==> src/rtl/dma_upstream_writer.sv <==
// dma_upstream_writer: BAR-programmed DMA issuing data MWr TLPs then a completion-token MWr.
module dma_upstream_writer #(
  parameter int TLP_QWS = 16,
  parameter int DATA_OFFSET = 64,
  parameter logic [63:0] TOKEN = 64'hCAFEF00DC0DEFACE
) (
  input  logic        clk_in,
  input  logic        reset_in,
  input  logic [15:0] cfgBusDev_in,
  input  logic        cpuWrValid_in,
  input  logic [5:0]  cpuWrAddr_in,
  input  logic [31:0] cpuWrData_in,
  input  logic [5:0]  cpuRdAddr_in,
  output logic [31:0] cpuRdData_out,
  input  logic [63:0] srcData_in,
  input  logic        srcValid_in,
  output logic        srcReady_out,
  output logic [63:0] txData_out,
  output logic        txValid_out,
  output logic        txSOP_out,
  output logic        txEOP_out,
  input  logic        txReady_in,
  output logic        busy_out
);
  localparam int BW = $clog2(TLP_QWS + 1);
  localparam logic [9:0] DATA_LEN = 10'(2 * TLP_QWS);
  localparam logic [BW-1:0] LAST = BW'(TLP_QWS - 1);
  typedef enum logic [2:0] {IDLE, HDR0, HDR1, DATA, TOK_HDR0, TOK_HDR1, TOK_DATA} state_t;
  state_t state, state_nxt;
  logic [31:0] dma_base, counter, remaining, addr, dw0, dw1;
  logic [BW-1:0] beat;
  logic busy, start, tx_fire, last_beat, tok;
  assign busy = state != IDLE;
  assign busy_out = busy;
  assign start = !busy && cpuWrValid_in && cpuWrAddr_in == 6'd1 && cpuWrData_in != 32'd0;
  assign tok = state == TOK_HDR0 || state == TOK_HDR1 || state == TOK_DATA;
  assign last_beat = beat == LAST;
  assign dw0 = {3'b010, 19'd0, tok ? 10'd2 : DATA_LEN};
  assign dw1 = {cfgBusDev_in, 8'h00, 4'hF, 4'hF};
  assign tx_fire = txValid_out && txReady_in;
  always_comb begin
    txValid_out = state == DATA ? srcValid_in : busy;
    srcReady_out = state == DATA && txReady_in;
    txSOP_out = state == HDR0 || state == TOK_HDR0;
    txEOP_out = (state == DATA && last_beat) || state == TOK_DATA;
    txData_out = 64'd0;
    case (state)
      HDR0, TOK_HDR0: txData_out = {dw1, dw0};
      HDR1:           txData_out = {32'd0, addr};
      TOK_HDR1:       txData_out = {32'd0, dma_base};
      DATA:           txData_out = srcData_in;
      TOK_DATA:       txData_out = TOKEN;
      default:        txData_out = 64'd0;
    endcase
  end
  always_comb begin
    state_nxt = state;
    case (state)
      IDLE:     state_nxt = start ? HDR0 : IDLE;
      HDR0:     state_nxt = tx_fire ? HDR1 : HDR0;
      HDR1:     state_nxt = tx_fire ? DATA : HDR1;
      DATA:     state_nxt = tx_fire && last_beat ? (remaining > 32'd1 ? HDR0 : TOK_HDR0) : DATA;
      TOK_HDR0: state_nxt = tx_fire ? TOK_HDR1 : TOK_HDR0;
      TOK_HDR1: state_nxt = tx_fire ? TOK_DATA : TOK_HDR1;
      TOK_DATA: state_nxt = tx_fire ? IDLE : TOK_DATA;
      default:  state_nxt = IDLE;
    endcase
  end
  always_ff @(posedge clk_in) begin
    if (reset_in) begin
      state <= IDLE;
      dma_base <= 32'd0;
      counter <= 32'd0;
      remaining <= 32'd0;
      addr <= 32'd0;
      beat <= '0;
      cpuRdData_out <= 32'd0;
    end else begin
      state <= state_nxt;
      cpuRdData_out <= cpuRdAddr_in == 6'd0 ? dma_base : cpuRdAddr_in == 6'd1 ? counter : 32'd0;
      if (!busy && cpuWrValid_in && cpuWrAddr_in == 6'd0)
        dma_base <= {cpuWrData_in[31:3], 3'b000};
      if (start) begin
        remaining <= cpuWrData_in;
        addr <= dma_base + 32'(DATA_OFFSET);
      end
      if (state == DATA && tx_fire)
        beat <= last_beat ? '0 : beat + 1'b1;
      if (state == DATA && tx_fire && last_beat) begin
        addr <= addr + 32'(TLP_QWS * 8);
        remaining <= remaining - 32'd1;
      end
      if (state == TOK_DATA && tx_fire)
        counter <= counter + 32'd1;
    end
  end
endmodule
==> config.mk <==
export PLATFORM = sky130hd
export DESIGN_NAME = dma_upstream_writer
export DESIGN_NICKNAME = d
export VERILOG_FILES = /design/src/rtl/dma_upstream_writer.sv
export SDC_FILE = /design/constraint.sdc
export NUM_CORES = 1
export LEC_CHECK = 0
export CORE_MARGIN = 1.5
export CORE_UTILIZATION = 41
export CTS_BUF_LIST = sky130_fd_sc_hd__clkbuf_4 sky130_fd_sc_hd__clkbuf_8
export CTS_CLUSTER_DIAMETER = 60
export DETAILED_ROUTE_END_ITERATION = 7
export PLACE_DENSITY = 0.69
export SYNTH_ARGS = -nofsm -noshare
export SYNTH_HDL_FRONTEND = slang
export SYNTH_SLANG_ARGS = --single-unit
export TNS_END_PERCENT = 30
==> constraint.sdc <==
create_clock -name clk_in -period 3.3 [get_ports clk_in]
set_input_delay 0.33 -clock clk_in [delete_from_list [all_inputs] [get_ports clk_in]]
set_output_delay 0.33 -clock clk_in [all_outputs]
set_load 0.1 [all_outputs]
Word-level counts from Yosys, hierarchy flattened
Index checks and enable logic that the tools add are counted.

word-level totals
  flip-flop bits (word level) = 165
  output and inout bits = 101
  word-level logic and storage cells = 67

cells by class
  $add $sub $neg = 5
  $lt $le $gt $ge = 1
  equality and inequality tests = 9
  multiplexer cells = 19
  bitwise operators = 1
  reduce and logical (&&, ||, !) cells = 24

operator list
  cell                                                                              count
  64-bit one-hot mux with 5 select lines                                            1
  32-bit 2-to-1 mux                                                                 6
  32-bit by 1-bit adder with 32-bit output, second input constant                   1
  32-bit by 7-bit adder with 32-bit output, second input constant                   1
  32-bit by 8-bit adder with 32-bit output, second input constant                   1
  32-bit by 1-bit greater-than comparator with 1-bit output, second input constant  1
  32-bit nonzero test                                                               1
  32-bit by 1-bit subtractor with 32-bit output, second input constant              1
  3-bit one-hot mux with 7 select lines                                             1
  6-bit by 1-bit == test with 1-bit output, second input constant                   2
  6-bit zero test                                                                   2
  1-bit logical AND                                                                 11
  3-bit == test, second input constant                                              3
  3-bit 2-to-1 mux                                                                  3
  3-bit by 2-bit == test with 1-bit output, second input constant                   2
  6-bit 2-to-1 mux                                                                  1
  5-bit by 1-bit adder with 5-bit output, second input constant                     1
  5-bit by 4-bit == test with 1-bit output, second input constant                   1
  5-bit 2-to-1 mux                                                                  1
  1-bit logical OR                                                                  4
  1-bit 2-to-1 mux                                                                  4
  2-bit 2-to-1 mux                                                                  2
  3-bit by 1-bit == test with 1-bit output, second input constant                   1
  3-bit zero test                                                                   1
  6 further kinds                                                                   6

Logic depth before layout (Yosys ltp)
Gate-level depths: netlist (run 1).

  word-level depth = 7
  mapped depth = 8
  gate-level depth less buffers = 7

Worst setup path before layout (run 1)
OpenSTA, ideal clock, no wires.

  path type = register to register
  from = register state[1]
  to = register state[2]
  library setup time = 0.079 ns
  arrival time = 4.047 ns
  setup slack = -0.827 ns
  stages on the path, launching flop included = 8
  buffers on the path = 1
  clock period less this slack = 4.127 ns
  path through = dfxtp_1 -> clkbuf_1 -> nor2_1 -> o21ai_0 -> nand2_1 -> or4_4 -> o31a_1 -> a211oi_2

between the ends
  word-level cells in the longest chain between the ends = 6

ends and longest elaborated chain
  item                                                                            line    source
  start, declared                                                                 29      state_t state, state_nxt;
  start signal, assigned                                                          79      state <= state_nxt;
  3-bit by 2-bit == test with 1-bit output or 3-bit nonzero test (tied branches)  42, 33
  1-bit 2-to-1 mux (*)                                                            42      txValid_out = state == DATA ? srcValid_in : busy;
  named net txValid_out                                                           19      output logic txValid_out,
  1-bit logical AND (*)                                                           40      assign tx_fire = txValid_out && txReady_in;
  1-bit logical AND                                                               62      DATA: state_nxt = tx_fire && last_beat ? (remaining > 32'd1 ? HDR0 : TOK_HDR0) : DATA;
  3-bit 2-to-1 mux                                                                62
  3-bit one-hot mux with 7 select lines (*)                                       58      case (state)

Mark *: on every way through the listed nets, which the timed path passes. The rest lies on a longest branch.
A chain may end at the register's enable or synchronous reset.

Worst setup path in the final report (run 1)
  from = register state[1]
  to = output txData_out[20]

between the ends
  word-level cells in the longest chain between the ends = 3

ends and longest elaborated chain
  item                                                                       line  source
  3-bit by 1-bit == test with 1-bit output or 3-bit == test (tied branches)  47    case (state)
  2-bit OR reduction                                                         47
  64-bit one-hot mux with 5 select lines (*)                                 47
  end, declared                                                              18    output logic [63:0] txData_out,

Mark *: on every way between the ends. The rest lies on a longest branch, timed or not.

==> out/results.txt, run 1 <==
cell area after synthesis: 8950 um2
cts bufs inserted: 17
Area after DPL: 12300 um2
cell taking the most area after synthesis: sky130_fd_sc_hd__dfxtp_1
number of non-filler instances in the completed layout: 1690
remaining routing DRC violations: 0
combinational family with the most area after synthesis: simple AND/OR/NAND/NOR gates
share of the synthesized netlist area taken by xor and xnor gates: 0.0587
simple logic cell fraction of the synthesized area: 0.283
number of global-route vias before repair: 9132
launch point of the worst reg-to-reg path: remaining[2]$_SDFFE_PP0P_
largest fanout on the critical path: 56
top cells by count, synth: 175 x sky130_fd_sc_hd__nand2_1, 162 x sky130_fd_sc_hd__dfxtp_1, 128 x sky130_fd_sc_hd__nor2_1
Critical Path RT: 2970 ps
Starting Density: 0.422
Inserted Diodes: 0
Final Instance Area: 12700 um2
number of core rows: 53
final worst clock skew: 12.3 ps
mux contribution to synthesized area: 0.0459
largest cells by area after synthesis: sky130_fd_sc_hd__dfxtp_1 36%, sky130_fd_sc_hd__nand2_1 7.3%, sky130_fd_sc_hd__a21oi_1 6.4%
adder and majority cell fraction of the synthesized area: 0.00839
antenna violations before repair: 0
cell with the most instances after synthesis: sky130_fd_sc_hd__nand2_1
transition time at the pin with the least slew margin: 1020 ps
number of max-capacitance violations reported: 0
largest buffer count on any clock path: 2
core box area: 21200 um2
die height: 151 um
max-slew headroom at the worst pin: 0.316
share of the yosys chip area belonging to registers: 0.362
core utilization of the finished layout: 0.597
fraction of final layout cells with drive strength greater than 1: 0.118
NumNets Final: 1537
Worst VDD drop: 0.239 mV
worst setup path startpoint: state[1]$_SDFF_PP0_
number of top-level pins: 230
cells after synthesis: 1192
fraction of the cycle the final worst path needs: 0.903
final routed wirelength across all metal layers: 31.6 mm
Horiz. Die Dim: 151 um
number of vias per cell after detailed routing: 5.81
clock root cell: sky130_fd_sc_hd__clkbuf_8
total overflow reported by the global router: 0
Avg Synthesized Cell Area: 7.51 um2
Max H-tree Level: 4
path class of the lowest-slack min-delay path: in2reg
main flop type after synthesis: sky130_fd_sc_hd__dfxtp_1
time the worst path needs with I/O delays and setup: 2980 ps
area added between synthesis and finish: 41.4%
detailed router's first-iteration violation count: 881
Skew-Pair Late Insertion Delay: 480 ps
quantity of I/O buffers inserted on ports: 229
Net Count, Synth: 1327
largest net degree at the start of global routing: 57
Hold Path Origin: reset_in
share of the synthesized area in compound gates (AO/OA/AOI/OAI): 0.194
clock tree from TritonCTS: done
total placed cells including tap cells: 1658
Worst Setup End Kind: output port
via count: 9822
final HPWL from detailed placement: 23.3 mm
routed length per instance: 18.7 um
final-report hold violation count: 0
Post-CTS Resized: 0
Setup Buffers After CTS: 0
wire length of the first global-routing pass: 49.3 mm
leakage power total: 4.40 nW
CTS Hold Bufs: 0
flop and latch count out of synthesis: 162
Overall Global Routing Usage: 0.279
antenna violation net count after detailed routing: 0
number of synthesized flops with an enable pin: 0
yosys synthesis warning count: 0
RSZ-0062 raised after global routing: false
detailed-routing iteration count for the pre-antenna-repair pass: 8
outcome: completed
CTS sink cnt: 162
distinct cell type count after synthesis: 63
FMAX: 336 MHz
type of the worst setup path: reg2out
number of max-slew violations in the final report: 0
Startpoint Class: flip-flop
clock-pin slew on the worst setup and hold paths: 100 ps
data arrival time of the critical path: 2650 ps
gpl congestion: 0.935
Setup violations, final: 0
FFs w/ async S/R, synth: 0
area share of the leading cell type in the synthesized netlist: 0.362
DIE AREA: 22700 um2
total power density per cell area: 299 nW/um2
overall power after layout: 3.79 mW
[cells in the final DEF (no fill, tap or decap), types with 16 or more instances in the layout]
| cell | Yosys | final |
|---|---|---|
| sky130_fd_sc_hd__buf_4 | 0 | 56 |
| sky130_fd_sc_hd__nand4_1 | 25 | 25 |
| sky130_fd_sc_hd__or3_1 | 18 | 18 |
| sky130_fd_sc_hd__mux2i_1 | 41 | 41 |
| sky130_fd_sc_hd__a31oi_1 | 16 | 16 |
| sky130_fd_sc_hd__xnor2_1 | 25 | 25 |
| sky130_fd_sc_hd__nor2_1 | 128 | 128 |
| sky130_fd_sc_hd__clkbuf_8 | 0 | 17 |
| sky130_fd_sc_hd__xor2_1 | 35 | 35 |
| sky130_fd_sc_hd__nor4_1 | 19 | 19 |
| sky130_fd_sc_hd__nor3_1 | 41 | 40 |
| sky130_fd_sc_hd__a21oi_1 | 114 | 114 |
| sky130_fd_sc_hd__o21ai_0 | 58 | 45 |
| sky130_fd_sc_hd__clkdlybuf4s50_1 | 0 | 158 |
| sky130_fd_sc_hd__nand2_1 | 175 | 175 |
| sky130_fd_sc_hd__inv_1 | 25 | 25 |
| sky130_fd_sc_hd__dfxtp_1 | 162 | 160 |
| sky130_fd_sc_hd__buf_12 | 0 | 63 |
| sky130_fd_sc_hd__nand3_1 | 42 | 42 |
[registers in the layout, summed over array words and instances (netlist names)]
register / cells
dma_base: 29
cpuRdData_out: 32
state: 3
addr: 29
beat: 5
remaining: 32
counter: 32
[final timing paths]
kind / endpoint / depth (start not counted) / slack (ps)
min reg2reg: addr[3]$_SDFFE_PP0P_ / 2 / 480
max reg2reg: state[2]$_SDFF_PP0_ / 6 / 450
max: txData_out[20] / 6 / 320
min: counter[15]$_SDFFE_PP0P_ / 2 / 280
[final cells by class]
| cell class | count | area [um2] |
|---|---|---|
| fillers | 1917 | 8560 |
| well taps | 275 | 344 |
| flip-flops and latches | 162 | 3250 |
| inverters | 25 | 93.8 |
| multi-input cells | 918 | 5300 |
| repair buffers | 278 | 3270 |
| clock inverters | 15 | 169 |
| clock buffers | 17 | 234 |
[power breakdown]
part | switching (mW) | internal, mW | leakage (nW)
registers | 0.00503 | 1.96 | 1.31
clock network | 0.835 | 0.690 | 0.191
logic | 0.131 | 0.172 | 2.90
[kinds of logic (layout without fill, tap and decap cells)]
| group | after synthesis | count (layout) |
|---|---|---|
| xor gates and xnor gates | 60 | 60 |
| muxes | 41 | 41 |
| adders and majority gates | 6 | 6 |
| buffers and inverters | 112 | 335 |
| DFF | 162 | 162 |
| AOI/OAI and AO/OA | 281 | 281 |
| and+or+nand+nor | 530 | 530 |
[metrics by stage]
stage	setup slack [ps]	TNS [ps]	hold WS [ps]
3_3_place_gp	1.42	0	441
4_1_cts	315	0	267
2_1_floorplan	-621	-13620	431
3_5_place_dp	2.50	0	460
5_1_grt	155	0	274
6_report	322	0	278
[per-layer routing]
layer | share of wire | GRT usage | wire length, um | up-vias
met5 | 0 | 0 | 0 | -
met4 | 0.025 | 0.0903 | 788 | 0
met3 | 0.090 | 0.0479 | 2850 | 59
met2 | 0.45 | 0.445 | 14200 | 486
met1 | 0.44 | 0.382 | 13800 | 4612
li1 | - | - | - | 4665
[critical path, stage by stage, from the launching register on]
cell and delay (ps):
sky130_fd_sc_hd__dfxtp_2 490, sky130_fd_sc_hd__buf_4 510, sky130_fd_sc_hd__nor2b_1 240, sky130_fd_sc_hd__buf_4 250
sky130_fd_sc_hd__a21oi_1 60, sky130_fd_sc_hd__o21ai_0 380, sky130_fd_sc_hd__buf_12 230
(Power assumes the default switching activity.)
==> run 2: changes to the inputs <==
Settings changed: CAP_MARGIN set to 40.
==> run 2 against run 1 <==
First-iteration DRC count increased by 1.8%. Global-route usage is 0.11 points higher. Sequential share of layout area down 0.99 points. Clock-buffer cell count is the same. Die area did not move. Design area grew 4.0%. Routed wire length rose by 1.4%.
==> out/results.txt, run 2 (synthesis gave the netlist of run 1 again) <==
routed length per instance: 18.6 um
transition time at the pin with the least slew margin: 922 ps
Setup violations, final: 0
relative contribution of combinational cells to total power: 0.080
outcome: completed
switching power of the nets: 0.979 mW
clock tree from TritonCTS: done
critical path's top delay family: buffers and inverters
last element of the critical path: txData_out[20]
total power density per cell area: 289 nW/um2
FMAX: 332 MHz
gpl congestion: 0.935
area added between synthesis and finish: 47.1%
fraction of the cycle the final worst path needs: 0.913
path class of the lowest-slack min-delay path: in2reg
clock root cell: sky130_fd_sc_hd__clkbuf_8
core box area: 21200 um2
CTS sink cnt: 162
number of max-capacitance violations reported: 0
max-slew headroom at the worst pin: 0.385
final-report hold violation count: 0
number of core rows: 53
cells along the critical path: buf_4 -> nor2b_1 -> buf_4 -> a21oi_1 -> o21ai_0 -> buf_12
Startpoint Class: flip-flop
Worst VDD drop: 0.239 mV
overall power after layout: 3.80 mW
final-layout fill cell count: 1903
number of vias per cell after detailed routing: 5.77
clock-pin slew on the worst setup and hold paths: 100 ps
Skew-Pair Late Insertion Delay: 480 ps
wire length of the first global-routing pass: 49.4 mm
Setup Buffers After CTS: 0
Sw Ratio: 0.257
largest fanout on the critical path: 56
final HPWL from detailed placement: 24.0 mm
Horiz. Die Dim: 151 um
library cell appearing most often on the critical path: sky130_fd_sc_hd__buf_4
Inserted Diodes: 0
largest registers: counter x32, cpuRdData_out x32, remaining x32
RSZ-0062 raised after global routing: false
die height: 151 um
number of cells on the worst reg-to-reg path: 6
cell with the largest stage delay on the worst path: sky130_fd_sc_hd__buf_4
launch point of the worst reg-to-reg path: remaining[2]$_SDFFE_PP0P_
sequential group share of total power: 0.516
final worst clock skew: 17.3 ps
Area after DPL: 12800 um2
type of the worst setup path: reg2out
number of top-level pins: 230
time the worst path needs with I/O delays and setup: 3010 ps
Critical Path RT: 2970 ps
NumNets Final: 1571
total overflow reported by the global router: 0
leakage power total: 4.65 nW
buffers plus inverters on the worst setup path: 3
worst setup path startpoint: state[1]$_SDFF_PP0_
detailed router's first-iteration violation count: 897
number of max-slew violations in the final report: 0
Post-CTS Resized: 0
Overall Global Routing Usage: 0.280
via count: 9942
detailed-routing iteration count for the pre-antenna-repair pass: 5
remaining routing DRC violations: 0
CTS Hold Bufs: 0
quantity of I/O buffers inserted on ports: 229
Worst Setup End Kind: output port
Clock Power Share: 0.404
most common cell after layout, fill and taps aside: sky130_fd_sc_hd__nand2_1
WHS: 296 ps
fraction of final layout cells with drive strength greater than 1: 0.139
internal power contribution: 2.82 mW
data arrival time of the critical path: 2680 ps
Max H-tree Level: 4
Cells on Worst Hold Path: 2
cts bufs inserted: 17
maximum single-stage delay on the critical path: 500 ps
number of global-route vias before repair: 9214
commonest non-fill, non-tap cells in the layout: 175 x sky130_fd_sc_hd__nand2_1, 160 x sky130_fd_sc_hd__dfxtp_1, 158 x sky130_fd_sc_hd__clkdlybuf4s50_1, 128 x sky130_fd_sc_hd__nor2_1, 114 x sky130_fd_sc_hd__a21oi_1
largest buffer count on any clock path: 2
DIE AREA: 22700 um2
antenna violation net count after detailed routing: 0
setup slack of the most critical reg-to-reg path: 460 ps
Starting Density: 0.422
Stages on worst setup path: 6
Final Instance Area: 13200 um2
final routed wirelength across all metal layers: 32.0 mm
endpoint of the most critical register-to-register path: state[2]$_SDFF_PP0_
antenna violations before repair: 0
largest net degree at the start of global routing: 57
-- run 2: cell type report --
cell class	instances	area [um2]	area share
sequential	162	3250	0.246
timing repair buffer	312	3780	0.287
clock inverter	15	171	0.0130
clock buffer	17	234	0.0178
inverter	25	93.8	0.00713
multi-input combinational	918	5300	0.403
tap	275	344	0.0261
-- run 2: per-stage QoR --
step	instances	setup slack (ps)	util	setup TNS [ps]
after floorplan	1192	-621	-	-13620
after global placement	1658	1.42	0.578	0
after detailed placement	1692	12.4	0.601	0
after CTS	1724	288	0.621	0
after global routing	1724	141	0.621	0
final	1724	286	0.621	0
-- run 2: how the worst min path moves through the flow --
stage,from,to
2_1_floorplan,addr[4]$_SDFFE_PP0P_,addr[4]$_SDFFE_PP0P_
3_3_place_gp,addr[4]$_SDFFE_PP0P_,addr[4]$_SDFFE_PP0P_
3_5_place_dp,addr[4]$_SDFFE_PP0P_,addr[4]$_SDFFE_PP0P_
4_1_cts,reset_in,counter[15]$_SDFFE_PP0P_
5_1_grt,reset_in,counter[15]$_SDFFE_PP0P_
6_report,reset_in,counter[15]$_SDFFE_PP0P_
-- run 2: power groups by stage --
stage          registers (mW)  clock network (mW)  logic [mW]
3_5_place_dp             2.01                   0       0.301
2_1_floorplan            2.01                   0      0.0948
6_report                 1.96                1.54       0.305
5_1_grt                  1.96                1.63       0.322
4_1_cts                  1.96                1.55       0.303
3_3_place_gp             2.01                   0       0.297
-- run 2: layer usage --
layer	part of all wire	vias to the layer above	track usage
li1	-	4731	-
met1	0.42	4674	0.378
met2	0.46	490	0.455
met3	0.091	47	0.0488
met4	0.023	0	0.0845
met5	0	-	0
==> run 3: changes to the inputs <==
--- a/config.mk
+++ b/config.mk
@@ -13,2 +13,3 @@
 export DETAILED_ROUTE_END_ITERATION = 7
+export HOLD_SLACK_MARGIN = 0.1
 export PLACE_DENSITY = 0.69
==> constraint.sdc (replaced) <==
create_clock -name clk_in -period 3.3 [get_ports clk_in]
set_input_delay 0.66 -clock clk_in [delete_from_list [all_inputs] [get_ports clk_in]]
set_output_delay 0.66 -clock clk_in [all_outputs]
set_load 0.1 [all_outputs]
==> run 3 against run 2 <==
Maximum frequency fell by 2.2%. Utilization is 2.2 points lower. Setup slack got worse by 68 ps. Non-clock buffer count down 39. Register-to-register slack got worse by 50 ps. Worst hold slack better by 170 ps. Die area unchanged. First-iteration DRC count is 18% lower. Critical path type unchanged. Highest routed layer unchanged.
==> out/results.txt, run 3 (synthesis gave the netlist of run 1 again) <==
Critical Path RT: 2640 ps
routed length per instance: 18.3 um
antenna violations before repair: 0
Sw Ratio: 0.258
largest fanout on the critical path: 11
fraction of final layout cells with drive strength greater than 1: 0.150
clock root cell: sky130_fd_sc_hd__clkbuf_8
gpl congestion: 0.898
Worst Setup End Kind: output port
Cells on Worst Hold Path: 2
remaining routing DRC violations: 0
final routed wirelength across all metal layers: 30.8 mm
most common cell after layout, fill and taps aside: sky130_fd_sc_hd__nand2_1
Clock Power Share: 0.404
Startpoint Class: flip-flop
Endpoint, Worst Hold: addr[5]$_SDFFE_PP0P_
critical path's top delay family: buffers and inverters
total power density per cell area: 299 nW/um2
die height: 151 um
area added between synthesis and finish: 42.0%
data arrival time of the critical path: 2420 ps
number of vias per cell after detailed routing: 5.73
Setup violations, final: 0
RSZ-0062 raised after global routing: false
transition time at the pin with the least slew margin: 939 ps
commonest non-fill, non-tap cells in the layout: 175 x sky130_fd_sc_hd__nand2_1, 160 x sky130_fd_sc_hd__dfxtp_1, 128 x sky130_fd_sc_hd__nor2_1, 126 x sky130_fd_sc_hd__clkdlybuf4s50_1, 114 x sky130_fd_sc_hd__a21oi_1
Max H-tree Level: 4
FMAX: 324 MHz
largest buffer count on any clock path: 2
final worst clock skew: 15.2 ps
internal power contribution: 2.82 mW
leakage power total: 4.51 nW
switching power of the nets: 0.979 mW
wire length of the first global-routing pass: 48.8 mm
type of the worst setup path: reg2out
detailed-routing iteration count for the pre-antenna-repair pass: 7
outcome: completed
antenna violation net count after detailed routing: 0
Post-CTS Resized: 0
CTS Hold Bufs: 0
number of max-slew violations in the final report: 0
total overflow reported by the global router: 0
largest registers: counter x32, cpuRdData_out x32, remaining x32
number of non-filler instances in the completed layout: 1685
buffers plus inverters on the worst setup path: 4
via count: 9651
time the worst path needs with I/O delays and setup: 3080 ps
GR met2 Demand/Resource: 0.440
path class of the lowest-slack min-delay path: reg2reg
number of cells on the worst reg-to-reg path: 6
global routing met1 resource utilization: 0.376
clock-pin slew on the worst setup and hold paths: 90 ps
endpoint of the most critical register-to-register path: state[2]$_SDFF_PP0_
Overall Global Routing Usage: 0.275
core box area: 21200 um2
CTS sink cnt: 162
number of core rows: 53
met3 layer usage reported by global route: 0.0567
cells along the critical path: inv_1 -> buf_4 -> nand2_1 -> a21oi_1 -> buf_4 -> a22o_1 -> buf_12
Worst VDD drop: 0.238 mV
final-report hold violation count: 0
setup TNS: 0 ps
global route hottest layer: met2
number of max-capacitance violations reported: 0
cts bufs inserted: 17
Inserted Diodes: 0
detailed router's first-iteration violation count: 732
largest net degree at the start of global routing: 59
launch point of the worst reg-to-reg path: remaining[2]$_SDFFE_PP0P_
final HPWL from detailed placement: 23.1 mm
fraction of the cycle the final worst path needs: 0.934
Starting Density: 0.422
sequential group share of total power: 0.516
setup slack of the most critical reg-to-reg path: 410 ps
library cell appearing most often on the critical path: sky130_fd_sc_hd__buf_4
NumNets Final: 1532
clock tree from TritonCTS: done
final-layout fill cell count: 1902
Setup Buffers After CTS: 0
max-slew headroom at the worst pin: 0.374
relative contribution of combinational cells to total power: 0.080
Skew-Pair Late Insertion Delay: 470 ps
maximum single-stage delay on the critical path: 350 ps
quantity of I/O buffers inserted on ports: 229
total placed cells including tap cells: 1653
number of top-level pins: 230
DIE AREA: 22700 um2
overall power after layout: 3.80 mW
Horiz. Die Dim: 151 um
cell with the largest stage delay on the worst path: sky130_fd_sc_hd__dfxtp_2
number of global-route vias before repair: 9027
Hold Path Origin: addr[5]$_SDFFE_PP0P_
-- run 3: cell count changes in the layout (fill, tap and decap cells not counted), sizes merged --
cell           previous run  this run
clkdlybuf4s50           158       126
clkinv                    3         5
buf                     154       147
clkinvlp                  3         1
-- run 3: worst min-delay path: cells and delay by family, from the launching register on --
| kind | cells | cell delay (ps) |
|---|---|---|
| flops | 1 | 320 |
| simple gates | 1 | 50 |
| compound gates | 1 | 50 |
-- run 3: layout make-up --
class	instances	area (um2)	share of cell area
Clock buffer	17	234	0.0184
Clock inverter	15	171	0.0135
Inverter	25	93.8	0.00738
Multi-Input combinational cell	918	5370	0.422
Sequential cell	162	3250	0.255
Tap cell	275	344	0.0271
Timing Repair Buffer	273	3250	0.256
-- run 3: through the flow --
step | area (um2) | hold slack (ps) | worst slack [ps] | utilization
floorplan | 9010 | 431 | -746 | -
global placement | 12300 | 444 | 88.1 | 0.579
detailed placement | 12300 | 452 | 56.0 | 0.580
CTS | 12700 | 464 | 184 | 0.599
global route | 12700 | 479 | 46.9 | 0.599
finish | 12700 | 465 | 218 | 0.599
-- run 3: worst max path at each step --
stage                        start  depth (start not counted)               endpoint  slack (ps)
2_1_floorplan  state[0]$_SDFF_PP0_                          6         txData_out[11]        -750
3_3_place_gp      cpuWrData_in[26]                          7  addr[15]$_SDFFE_PP0P_          90
3_5_place_dp      cpuWrData_in[26]                          7  addr[15]$_SDFFE_PP0P_          60
4_1_cts        state[0]$_SDFF_PP0_                          7         txData_out[60]         180
5_1_grt        state[0]$_SDFF_PP0_                          7         txData_out[60]          50
6_report       state[0]$_SDFF_PP0_                          7         txData_out[60]         220
-- run 3: power by group through the flow --
| stage | clock, mW | combinational [mW] | sequential (mW) |
|---|---|---|---|
| 6_report | 1.54 | 0.304 | 1.96 |
| 5_1_grt | 1.63 | 0.321 | 1.96 |
| 4_1_cts | 1.54 | 0.301 | 1.96 |
| 3_5_place_dp | 0 | 0.300 | 2.01 |
| 3_3_place_gp | 0 | 0.299 | 2.01 |
| 2_1_floorplan | 0 | 0.0950 | 2.01 |
-- run 3: metal layers --
metal  share of wire  wire length (um)  vias to the layer above
li1                -                 -                     4654
met1            0.43             13200                     4471
met2            0.45             13900                      479
met3            0.10              3110                       47
met4           0.020               622                        0
met5               0                 0                        -
